File: config.mk
export PLATFORM = sky130hd
export DESIGN_NAME = ahb_decoder
export DESIGN_NICKNAME = d
export VERILOG_FILES = /design/src/rtl/ahb_pkg.sv /design/src/rtl/ahb_default_slave.sv /design/src/rtl/ahb_decoder.sv
export SDC_FILE = /design/constraint.sdc
export NUM_CORES = 1
export LEC_CHECK = 0
export BUFFER_PORTS_ARGS = -buffer_cell sky130_fd_sc_hd__buf_2
export CORE_AREA = 10 10 47 49
export DETAILED_ROUTE_END_ITERATION = 12
export DIE_AREA = 0 0 57 59
export PLACE_DENSITY = 0.65
export RECOVER_POWER = 100
export SYNTH_ARGS = -nofsm -noshare
export SYNTH_HDL_FRONTEND = slang
export SYNTH_SLANG_ARGS = --single-unit
File: constraint.sdc
create_clock -name hclk -period 3.6 [get_ports hclk]
set_clock_uncertainty 0.15 [all_clocks]
set_input_delay 0.72 -clock hclk [delete_from_list [all_inputs] [get_ports hclk]]
set_output_delay 0.72 -clock hclk [all_outputs]
set_load 0.05 [all_outputs]
File: src/rtl/ahb_pkg.sv
`default_nettype none
// ============================================================================
//  Module      : ahb_pkg
//  Description : Shared AHB encodings, response codes, mux select width and
//                default-slave state type for the interconnect decoder.
//  Revision    : 1.0 - initial release
// ============================================================================
package ahb_pkg;

    // HTRANS encodings
    localparam logic [1:0] HTRANS_IDLE   = 2'b00;
    localparam logic [1:0] HTRANS_BUSY   = 2'b01;
    localparam logic [1:0] HTRANS_NONSEQ = 2'b10;
    localparam logic [1:0] HTRANS_SEQ    = 2'b11;

    // HRESP encodings
    localparam logic HRESP_OKAY  = 1'b0;
    localparam logic HRESP_ERROR = 1'b1;

    // Width of the data-phase slave index driven to the read-data mux
    localparam int SEL_W = 2;

    // Default-slave response state
    typedef enum logic [1:0] {
        DS_IDLE = 2'b00,
        DS_ERR1 = 2'b01,
        DS_ERR2 = 2'b10
    } ds_state_t;

endpackage : ahb_pkg
`default_nettype wire

File: src/rtl/ahb_default_slave.sv
`default_nettype none
// ============================================================================
//  Module      : ahb_default_slave
//  Description : Responds to transfers that hit no mapped slave. Active
//                (NONSEQ/SEQ) transfers get the two-cycle ERROR response;
//                IDLE/BUSY transfers get a zero-wait OKAY.
//  Revision    : 1.0 - initial release
// ============================================================================
module ahb_default_slave
    import ahb_pkg::*;
(
    input  logic       hclk,
    input  logic       hreset,
    input  logic       hready,
    input  logic       hsel_def,
    input  logic [1:0] htrans,
    output logic       def_hreadyout,
    output logic       def_hresp
);

    ds_state_t r_state;
    ds_state_t w_next;
    logic      w_accept_err;

    // Only the "active transfer" bit of htrans matters for the error decision
    logic w_unused_htrans;
    assign w_unused_htrans = htrans[0];

    // An active transfer to an unmapped address is accepted this cycle
    assign w_accept_err = hready & hsel_def & htrans[1];

    // State register
    always_ff @(posedge hclk) begin
        if (hreset) begin
            r_state <= DS_IDLE;
        end else begin
            r_state <= w_next;
        end
    end

    // Next-state and response outputs
    always_comb begin
        w_next        = r_state;
        def_hreadyout = 1'b1;
        def_hresp     = HRESP_OKAY;
        case (r_state)
            DS_IDLE: begin
                if (w_accept_err) begin
                    w_next = DS_ERR1;
                end
            end
            DS_ERR1: begin
                def_hreadyout = 1'b0;
                def_hresp     = HRESP_ERROR;
                w_next        = DS_ERR2;
            end
            DS_ERR2: begin
                def_hreadyout = 1'b1;
                def_hresp     = HRESP_ERROR;
                // A misbehaving master may issue another unmapped transfer here
                w_next        = w_accept_err ? DS_ERR1 : DS_IDLE;
            end
            default: begin
                w_next = DS_IDLE;
            end
        endcase
    end

endmodule : ahb_default_slave
`default_nettype wire

File: src/rtl/ahb_decoder.sv
`default_nettype none
// ============================================================================
//  Module      : ahb_decoder
//  Description : Address-phase decoder producing one-hot slave selects, the
//                registered data-phase mux select, and the system
//                hready/hresp with default-slave override for unmapped space.
//  Revision    : 1.0 - initial release
// ============================================================================
module ahb_decoder
    import ahb_pkg::*;
#(
    parameter logic [3:0] REGION_1 = 4'h0,
    parameter logic [3:0] REGION_2 = 4'h1,
    parameter logic [3:0] REGION_3 = 4'h2,
    parameter logic [3:0] REGION_4 = 4'h3
) (
    input  logic             hclk,
    input  logic             hreset,
    input  logic [31:0]      haddr,
    input  logic [1:0]       htrans,
    input  logic             mux_hreadyout,
    input  logic             mux_hresp,
    output logic             hsel_1,
    output logic             hsel_2,
    output logic             hsel_3,
    output logic             hsel_4,
    output logic [SEL_W-1:0] sel,
    output logic             hready,
    output logic             hresp
);

    logic [3:0]       w_region;
    logic             w_hit;
    logic [SEL_W-1:0] w_idx;
    logic [SEL_W-1:0] r_sel;
    logic             r_def_q;
    logic             w_def_hreadyout;
    logic             w_def_hresp;

    // Only the region nibble takes part in decoding
    logic [27:0] w_unused_addr;
    assign w_unused_addr = haddr[27:0];

    assign w_region = haddr[31:28];

    // Priority decode: on overlapping regions the lowest slave index wins
    always_comb begin
        hsel_1 = 1'b0;
        hsel_2 = 1'b0;
        hsel_3 = 1'b0;
        hsel_4 = 1'b0;
        w_hit  = 1'b1;
        w_idx  = '0;
        if (w_region == REGION_1) begin
            hsel_1 = 1'b1;
            w_idx  = 2'd0;
        end else if (w_region == REGION_2) begin
            hsel_2 = 1'b1;
            w_idx  = 2'd1;
        end else if (w_region == REGION_3) begin
            hsel_3 = 1'b1;
            w_idx  = 2'd2;
        end else if (w_region == REGION_4) begin
            hsel_4 = 1'b1;
            w_idx  = 2'd3;
        end else begin
            w_hit  = 1'b0;
        end
    end

    // Data-phase registers advance only on accepting cycles; a miss keeps sel
    always_ff @(posedge hclk) begin
        if (hreset) begin
            r_sel   <= '0;
            r_def_q <= 1'b0;
        end else if (hready) begin
            r_def_q <= ~w_hit;
            if (w_hit) begin
                r_sel <= w_idx;
            end
        end
    end

    assign sel = r_sel;

    ahb_default_slave u_default_slave (
        .hclk          (hclk),
        .hreset        (hreset),
        .hready        (hready),
        .hsel_def      (~w_hit),
        .htrans        (htrans),
        .def_hreadyout (w_def_hreadyout),
        .def_hresp     (w_def_hresp)
    );

    // System response: default slave owns the data phase after a miss
    always_comb begin
        hready = mux_hreadyout;
        hresp  = mux_hresp;
        if (r_def_q) begin
            hready = w_def_hreadyout;
            hresp  = w_def_hresp;
        end
    end

endmodule : ahb_decoder
`default_nettype wire

* Word-level counts from Yosys, hierarchy flattened
Index checks and enable logic that the tools add are counted.
** Storage, ports and cells
- Output and inout bits :: 8
- Bits in writable memories :: 0
- Memory bits (read-only) :: 0
- Flip-flop bits (word level) :: 5
- Latch bits :: 0
- Memories :: 0
- Logic and storage cells :: 40
- Bits of input ports :: 38
** Operators by class
- Bitwise operators :: 3
- Muxes and demuxes :: 24
- Shift operators :: 0
- Divide/modulo/power cells :: 0
- Equality and inequality tests :: 6
- Magnitude comparators :: 0
- Reductions and logical operators :: 4
- Multipliers :: 0
- Add/subtract/negate cells :: 0
** Operators with widths (count)
- 1-bit 2-to-1 mux :: 18
- 2-bit 2-to-1 mux :: 5
- 4-bit by 2-bit == test with 1-bit output, second input constant :: 2
- 2-bit one-hot mux with 3 select lines :: 1
- 4-bit by 1-bit == test with 1-bit output, second input constant :: 1
- 4-bit zero test :: 1
- 1-bit bitwise AND :: 2
- 2-bit by 1-bit == test with 1-bit output, second input constant :: 1
- 2-bit == test, second input constant :: 1
- 2-bit zero test :: 1
- 2-bit by 1-bit inequality test with 1-bit output, second input constant :: 1
- 2-bit AND reduction :: 1
- 2-bit OR reduction :: 1
- 1-bit NOT :: 1

* Logic depth before layout (Yosys ltp)
Gate-level depths: netlist of run 1.
- Depth after elaboration :: 10
- Gate-level depth with buffers :: 6
- Gate-level depth less buffers :: 6

* By module
Synthesis of run 1 repeated with hierarchy kept, for this count alone.
** Unflattened totals
- Cells, all modules :: 40
- Area total of the unflattened synthesis :: 355.3 um^2
** By module, submodules not included
- ahb_decoder :: sequential area each 60.1 um^2, instances 1, area each 181.4 um^2, cells an instance 21
- ahb_default_slave :: sequential area each 40.0 um^2, instances 1, area each 173.9 um^2, cells an instance 19

* Worst setup path before layout of run 1
OpenSTA, ideal clock, no wires.
- Kind :: input to output
- Start point :: input port haddr[31]
- End point :: output port hsel_3
- Cell stages on the path :: 1
- Path slack :: 0.353 ns
- Data arrival time :: 2.377 ns
- Required time :: 2.730 ns
- Path buffers :: 0
- Cells stage by stage :: nor4b_1
** Between the ends
- Longest elaborated chain between the ends :: 4
- Elaborated cells on any way between the ends :: 6
- Classes of those cells :: eq/ne: 2; mux: 3; reduce/logical: 1
** RTL lines
- from (decl) :: RTL line ahb_decoder.sv:19 : input logic [31:0] haddr,
- 4-bit by 2-bit == test with 1-bit output :: RTL line ahb_decoder.sv:60 : end else if (w_region == REGION_3) begin
- 1-bit 2-to-1 mux :: RTL line ahb_decoder.sv:60
- 1-bit 2-to-1 mux :: RTL line ahb_decoder.sv:57 : end else if (w_region == REGION_2) begin
- 1-bit 2-to-1 mux (*) :: RTL line ahb_decoder.sv:54 : if (w_region == REGION_1) begin
- to (decl) :: RTL line ahb_decoder.sv:25 : output logic hsel_3,
Mark *: on every way between the ends. The rest lies on a longest branch, timed or not.

* Worst setup path in the final report of run 1
- Start point :: register u_default_slave.r_state[1]
- End point :: output port hready
** Between the ends
- Longest elaborated chain between the ends :: 3
** RTL lines
- from (decl) :: RTL line ahb_default_slave.sv:21 : ds_state_t r_state;
- from (signal assigned) :: RTL line ahb_default_slave.sv:37 : r_state <= w_next;
- 2-bit by 1-bit == test with 1-bit output :: RTL line ahb_default_slave.sv:46 : case (r_state)
- 1-bit 2-to-1 mux :: RTL line ahb_default_slave.sv:46
- 1-bit 2-to-1 mux :: RTL line ahb_decoder.sv:100 : if (r_def_q) begin
- to (decl) :: RTL line ahb_decoder.sv:28 : output logic hready,
No other way between the ends.

==> metrics.txt, run 1 <==
outcome=completed; Worst Path Max Fanout=4; final hold violations=0; first-pass GRT wire length=1.54 mm; DIE AREA=roughly 3400 µm²; Clk Latency, worst-skew pair=0.23 ns; cells resized by post-CTS repair=0; RR Startpoint=u_default_slave.r_state[1]; Site Rows=14; Synth async-reset ratio=0; unrepaired setup endpoints after global routing=false; Synth Register Bits=5; most instantiated cells after synthesis=dfxtp_1 (5), ha_1 (5), inv_1 (4), nor2_1 (4); largest net degree at the start of global routing=7; critical path type=reg2out; crit path capture=hready; EDFF count, synth=0; min cycle time layout=2.54 ns; I/O pins=46; fin. max-slew vios=0; n_diodes=0; Critical Path Sink Type=output pin; Final GP Congestion=~0.7; reg2reg path depth=6; sequential share of the synthesized area=0.287; max_cap viols=0; Setup crit start kind=register; antenna viol nets, final=0; core area=1400 µm²; reg2reg setup slack=1.86 ns; vias per cell=between 4 and 5; H-Tree Depth=1; Period Utilization, post-route=0.705; Rel. slew slack=0.599; antenna violations before repair=0; post-synth top area cell=dfxtp_1; final setup fails=0; Starting Density=0.249; CTS Sinks=5; Leak=between 0.2 and 0.25 nW; syn_nets=82; CP startpoint=u_default_slave.r_state[1]; clk buf depth=2; WHS=around 0.34 ns; die width=57 µm; synth top area cells=dfxtp_1 (29%), ha_1 (18%), mux2i_1 (5.7%); YS warnings=0; worst reg2reg path endpoint=u_default_slave.r_state[1]; WL final=851 µm; root buf cell=clkbuf_4; fmax=between 0.3 and 0.4 GHz; Cells after Synth=39; setup bufs post-CTS=0; PortBufs=16; Worst-Margin Slew=about 0.60 ns; count of different cell masters after synthesis=22; drc violations=0; Die Y=roughly 59 µm; dominant synthesized flop cell=dfxtp_1; average wire per standard cell=11.3 µm; Clock Pin Slew Worst Setup and Hold Paths=0.04 ns; pwr dens=around 370 nW/µm²; drt first pass iters=2; area grow syn2layout=31.5%; CTS Buf Count=3; worst-case vdd ir drop=117 µV; layout cells sized above 1=0.220; aggregate negative setup slack=0 ns; total track usage=0.0557; CP arrival=1.67 ns; DRT iter0 DRCs=1; CTS tree=yes; Critical Path RT=~2.7 ns; top cell type's share of synthesized area=0.287; Hold-fix buffers, CTS=0; Syn Area/Cell=8.95 µm²; DR vias=345; area of the mapped netlist=349 µm²; vias in the first global route=360; grt total ovfl=0; nets=103; min-delay worst type=reg2reg; hold depth=2
[stage by stage]
stage	utilization	worst slack (ns)	std cells	total power, mW	cell area, µm²
finish	0.328	1.06	75	0.170	459
floorplan	-	0.353	39	0.0973	349
global placement	0.321	1.28	71	0.112	449
detailed placement	0.321	1.26	71	0.113	449
CTS	0.339	1.18	75	0.177	475
global route	0.328	0.948	75	0.187	459
[power breakdown]
part / internal, mW / total [mW] / switching (mW)
registers: 0.0589 / 0.0620 / 0.00313
clock network: 0.0417 / 0.0613 / 0.0196
logic: 0.0152 / 0.0468 / 0.0317
[worst max-delay path, stage by stage, from the launching register on]
cell	delay, ns
dfxtp_1	0.36
inv_1	0.09
ha_1	0.19
and2b_1	0.21
or2_2	0.11
clkbuf_1	0.46
[how the worst min path moves through the flow]
stage                        from       to
final                      sel[0]   sel[0]
after global routing      r_def_q  r_def_q
after CTS                  sel[0]   sel[0]
after detailed placement   sel[0]   sel[0]
after global placement     sel[0]   sel[0]
after floorplan           r_def_q  r_def_q
[layout by cell type (no fill, tap or decap), types with 2 or more instances in the layout]
cell type / n
and3_1: 2
a21oi_1: 2
nor2_1: 4
ha_1: 5
dfxtp_1: 5
clkbuf_4: 3
o21ai_0: 2
buf_2: 8
clkbuf_1: 9
inv_1: 4
mux2i_1: 2
[cells by family after synthesis]
group,Yosys count,share of synthesized area
compound gates,9,0.197
fa+ha+maj,5,0.179
buf+inv,4,0.0430
flops,5,0.287
mux,3,0.0896
simple gates,13,0.204
[state kept, by name, indices dropped and copies added (netlist names)]
| register | flops |
|---|---|
| u_default_slave.r_state | 2 |
| sel | 2 |
| r_def_q | 1 |
[layer usage]
| metal | track usage | share of wire | vias up |
|---|---|---|---|
| met5 | 0 | 0 | - |
| met4 | 0.0302 | 0 | 0 |
| met3 | 0.0322 | 0.058 | 0 |
| met2 | 0.0915 | 0.56 | 7 |
| met1 | 0.0546 | 0.38 | 160 |
| li1 | - | - | 178 |
[area by class of cell]
| type | count | area [µm²] |
|---|---|---|
| Fill cell | 159 | 942 |
| Clock buffer | 4 | 26.3 |
| Inverter | 4 | 15.0 |
| Tap cell | 16 | 20.0 |
| Timing Repair Buffer | 16 | 70.1 |
| Sequential cell | 5 | 100 |
| Multi-Input combinational cell | 30 | 228 |
(Power assumes the default switching activity.)
==> inputs of run 2 (changes only) <==
==> constraint.sdc (replaced) <==
create_clock -name hclk -period 2.4 [get_ports hclk]
set_clock_uncertainty 0.15 [all_clocks]
set_input_delay 0.48 -clock hclk [delete_from_list [all_inputs] [get_ports hclk]]
set_output_delay 0.48 -clock hclk [all_outputs]
set_load 0.05 [all_outputs]
==> run 2 against run 1 <==
Compared with the run above: global-route usage decreased by 0.29 points; critical path depth unchanged; sequential share of layout area fell by 0.69 points; critical endpoint unchanged; largest power group is now clock; highest routed layer unchanged.
==> metrics.txt, run 2 (synthesized netlist as in run 1, its figures left out) <==
fin. max-slew vios=0; area grow syn2layout=35.8%; Worst Path Max Fanout=4; CP arrival=1.55 ns; antenna viol nets, final=0; aggregate negative setup slack=0 ns; commonest non-fill, non-tap cell in the layout=buf_2; antenna violations before repair=0; clk buf depth=2; cells resized by post-CTS repair=0; min cycle time layout=around 2.2 ns; HPWL after DPL=712 µm; Leak=0.236 nW; Clock Pin Slew Worst Setup and Hold Paths=0.04 ns; Hold-fix buffers, CTS=0; Rel. slew slack=0.598; root buf cell=clkbuf_4; fmax=0.459 GHz; pwr dens=551 nW/µm²; final hold violations=0; Final GP Congestion=0.751; DIE AREA=3360 µm²; min-delay worst type=in2reg; unrepaired setup endpoints after global routing=false; CTS tree=yes; Period Utilization, post-route=0.907; Clk Latency, worst-skew pair=between 0.2 and 0.25 ns; Place WS=around 0.47 ns; CTS Sinks=5; layout cells sized above 1=0.288; DR vias=348; grt total ovfl=0; die width=approximately 57 µm; nets=103; CTS Buf Count=3; Critical Path RT=1.77 ns; Die Y=59 µm; Worst-Margin Slew=0.605 ns; average wire per standard cell=11.3 µm; post-layout utilization of the core=0.338; drt first pass iters=4; drc violations=0; core area=1400 µm²; setup bufs post-CTS=0; n_diodes=0; worst-case vdd ir drop=roughly 300 µV; max_cap viols=0; total track usage=0.0528; PortBufs=16; largest net degree at the start of global routing=7; Critical Path Sink Type=output pin; I/O pins=46; H-Tree Depth=1; WL final=roughly 850 µm; final setup fails=0; DRT iter0 DRCs=5; first-pass GRT wire length=between 1 and 1.5 mm; commonest non-fill, non-tap cells in the layout=buf_2 (8), clkbuf_1 (7), ha_1 (5), dfxtp_1 (5); Layout fillers=168; worst setup margin=0.222 ns; Starting Density=0.249; critical path type=reg2out; vias per cell=4.64; vias in the first global route=344; Site Rows=14; outcome=completed; Setup crit start kind=register
[run 2: cell types whose count changed in the layout (fill, tap and decap cells not counted)]
cell / delta
clkbuf_2: +2
clkbuf_1: -2
nor4_1: -1
nor4_2: +1
nor4b_2: +1
nor4b_1: -1
[run 2: final timing paths]
| check | slack [ns] | cells after the start | start | to |
|---|---|---|---|---|
| worst min-delay path | 0.31 | 2 | hreset | r_def_q |
| worst max register to register | 0.68 | 6 | u_default_slave.r_state[1] | u_default_slave.r_state[1] |
| worst min register to register | 0.35 | 2 | r_def_q | r_def_q |
| worst max-delay path | 0.22 | 5 | u_default_slave.r_state[1] | hready |
[run 2: area by class of cell]
type | count | area [µm²] | area share
clock buffers | 4 | 26.3 | 0.0554
inverters | 4 | 15.0 | 0.0317
multi-input cells | 30 | 240 | 0.507
flip-flops and latches | 5 | 100 | 0.211
well taps | 16 | 20.0 | 0.0422
repair buffers | 16 | 72.6 | 0.153
[run 2: power breakdown]
part | internal [mW] | leakage (nW) | switching (mW)
Sequential | 0.0883 | 0.0409 | 0.00440
Clock | 0.0627 | 0.0150 | 0.0327
Combinational | 0.0244 | 0.180 | 0.0487
[run 2: metrics by stage]
stage	instance area, µm²	hold WS (ns)	total power, mW	std cells
3_5_place_dp	462	0.347	0.171	71
5_1_grt	474	0.320	0.282	75
2_1_floorplan	362	0.315	0.147	39
6_report	474	0.310	0.261	75
3_3_place_gp	462	0.328	0.170	71
4_1_cts	488	0.307	0.270	75
[run 2: routing by layer]
metal	share of wire	vias up	GRT usage
met3	0.20	0	0.0579
li1	-	179	-
met2	0.38	17	0.0775
met1	0.42	152	0.0502
met4	0	0	0.0101
met5	0	-	0
[run 2: worst max-delay path, cell delays in order, from the launching register on]
cell,delay [ns]
dfxtp_1,0.33
inv_1,0.10
ha_1,0.16
and2b_1,0.20
or2_2,0.29
clkbuf_2,0.24
==> inputs of run 3 (changes only) <==
--- a/config.mk
+++ b/config.mk
@@ -7,6 +7,7 @@
 export LEC_CHECK = 0
 export BUFFER_PORTS_ARGS = -buffer_cell sky130_fd_sc_hd__buf_2
 export CORE_AREA = 10 10 47 49
+export CTS_CLUSTER_SIZE = 40
 export DETAILED_ROUTE_END_ITERATION = 12
 export DIE_AREA = 0 0 57 59
 export PLACE_DENSITY = 0.65
==> constraint.sdc (replaced) <==
create_clock -name hclk -period 2.4 [get_ports hclk]
set_clock_uncertainty 0.15 [all_clocks]
set_input_delay 0.12 -clock hclk [delete_from_list [all_inputs] [get_ports hclk]]
set_output_delay 0.12 -clock hclk [all_outputs]
set_load 0.05 [all_outputs]
==> run 3 against run 2 <==
Compared with the run above: sequential cell count unchanged; hold slack worse by 0.28 ns; clock-buffer cell count unchanged; via count up 0.29%; die area unchanged; non-clock buffer count up 1; final area down 1.1%; sequential share of layout area up 0.23 points; highest routed layer unchanged.
==> metrics.txt, run 3 (synthesized netlist as in run 1, its figures left out) <==
unrepaired setup endpoints after global routing=false; Critical Path RT=2.13 ns; min cycle time layout=about 1.9 ns; Worst Path Buf+Inv=2; antenna viol nets, final=0; critical path's largest stage delay=0.46 ns; aggregate negative setup slack=0 ns; CP delay by family, top=buffers and inverters; Clk Latency, worst-skew pair=roughly 0.23 ns; cells resized by post-CTS repair=0; Die Y=59 µm; drc violations=0; DR vias=349; CTS Sinks=5; commonest non-fill, non-tap cell in the layout=clkbuf_1; final hold violations=0; nets=approximately 100; DIE AREA=3360 µm²; grt total ovfl=0; vias per cell=4.59; Worst Path Max Fanout=4; core area=1400 µm²; Site Rows=14; root buf cell=clkbuf_4; hold path startpoint=haddr[29]; setup bufs post-CTS=0; vias in the first global route=360; fmax=between 0.5 and 0.6 GHz; antenna violations before repair=0; fin. max-slew vios=0; PortBufs=16; RR Startpoint=u_default_slave.r_state[1]; final setup fails=0; average wire per standard cell=11.2 µm; Final GP Congestion=roughly 0.71; CTS Buf Count=3; Period Utilization, post-route=0.807; largest net degree at the start of global routing=7; die width=57 µm; total track usage=0.0557; CP startpoint=u_default_slave.r_state[1]; WL final=852 µm; crit-path cells=inv_1 -> ha_1 -> and2b_1 -> or2_2 -> clkbuf_1; Worst-Margin Slew=0.605 ns; CTS tree=yes; post-layout utilization of the core=0.335; area grow syn2layout=34.4%; first-pass GRT wire length=1.54 mm; n_diodes=0; commonest non-fill, non-tap cells in the layout=clkbuf_1 (9), buf_2 (8), ha_1 (5), dfxtp_1 (5); drt first pass iters=2; DRT iter0 DRCs=1; WHS=around 0.03 ns; Clock Pin Slew Worst Setup and Hold Paths=0.04 ns; clk buf depth=2; Setup crit start kind=register; critical path type=reg2out; worst-case vdd ir drop=~170 µV; slowest cell on the critical path=clkbuf_1; max_cap viols=0; Rel. slew slack=0.599; pwr dens=547 nW/µm²; Critical Path Sink Type=output pin; layout cells sized above 1=0.217; outcome=completed; CP arrival=around 1.7 ns; H-Tree Depth=1; min-delay worst type=in2reg; Starting Density=0.249; I/O pins=46; Leak=0.233 nW
-- run 3: changes by cell type in the layout (fill, tap and decap cells not counted), sizes merged --
| cell | change |
|---|---|
| dlygate4sd3 | +1 |
-- run 3: power by group --
part           internal (mW)  total (mW)  leakage, nW  switching [mW]
Combinational         0.0239      0.0715        0.177          0.0477
Clock                 0.0625      0.0920       0.0150          0.0294
Sequential            0.0884      0.0931       0.0409         0.00470
-- run 3: area by class of cell --
| cell class | count | area [µm²] |
|---|---|---|
| clock buffers | 4 | 26.3 |
| inverters | 4 | 15.0 |
| multi-input cells | 30 | 228 |
| flip-flops and latches | 5 | 100 |
| fillers | 158 | 932 |
| well taps | 16 | 20.0 |
| repair buffers | 17 | 80.1 |
-- run 3: what timing repair did --
action	4_1_cts	5_1_grt
hold buffers	1	0
endpoints found under the setup margin	0	0
hold endpoints to repair	4	0
-- run 3: metal layers --
layer | GRT usage | share of wire | vias to the layer above
met4 | 0.0302 | 0 | 0
li1 | - | - | 180
met1 | 0.0546 | 0.39 | 162
met2 | 0.0915 | 0.56 | 7
met5 | 0 | 0 | -
met3 | 0.0322 | 0.058 | 0
-- run 3: path summary, 6_finish.rpt --
| kind | end | slack, ns | depth (start not counted) |
|---|---|---|---|
| worst min-delay path | sel[1] | 0.03 | 3 |
| worst min register to register | sel[0] | 0.34 | 2 |
| worst max register to register | u_default_slave.r_state[1] | 0.66 | 6 |
| worst max-delay path | hready | 0.46 | 5 |
-- run 3: per-stage QoR --
step                std cells  setup slack (ns)  power [mW]  area [µm²]
floorplan                  39             0.353       0.146         349
detailed placement         71             0.708       0.169         449
global placement           71             0.748       0.168         449
finish                     76             0.463       0.257         469
global route               76             0.348       0.282         469
CTS                        76             0.577       0.267         485
-- run 3: worst min-delay path: stages --
cell and delay (ns):
buf_2 0.12, mux2i_1 0.07, nor2_1 0.07
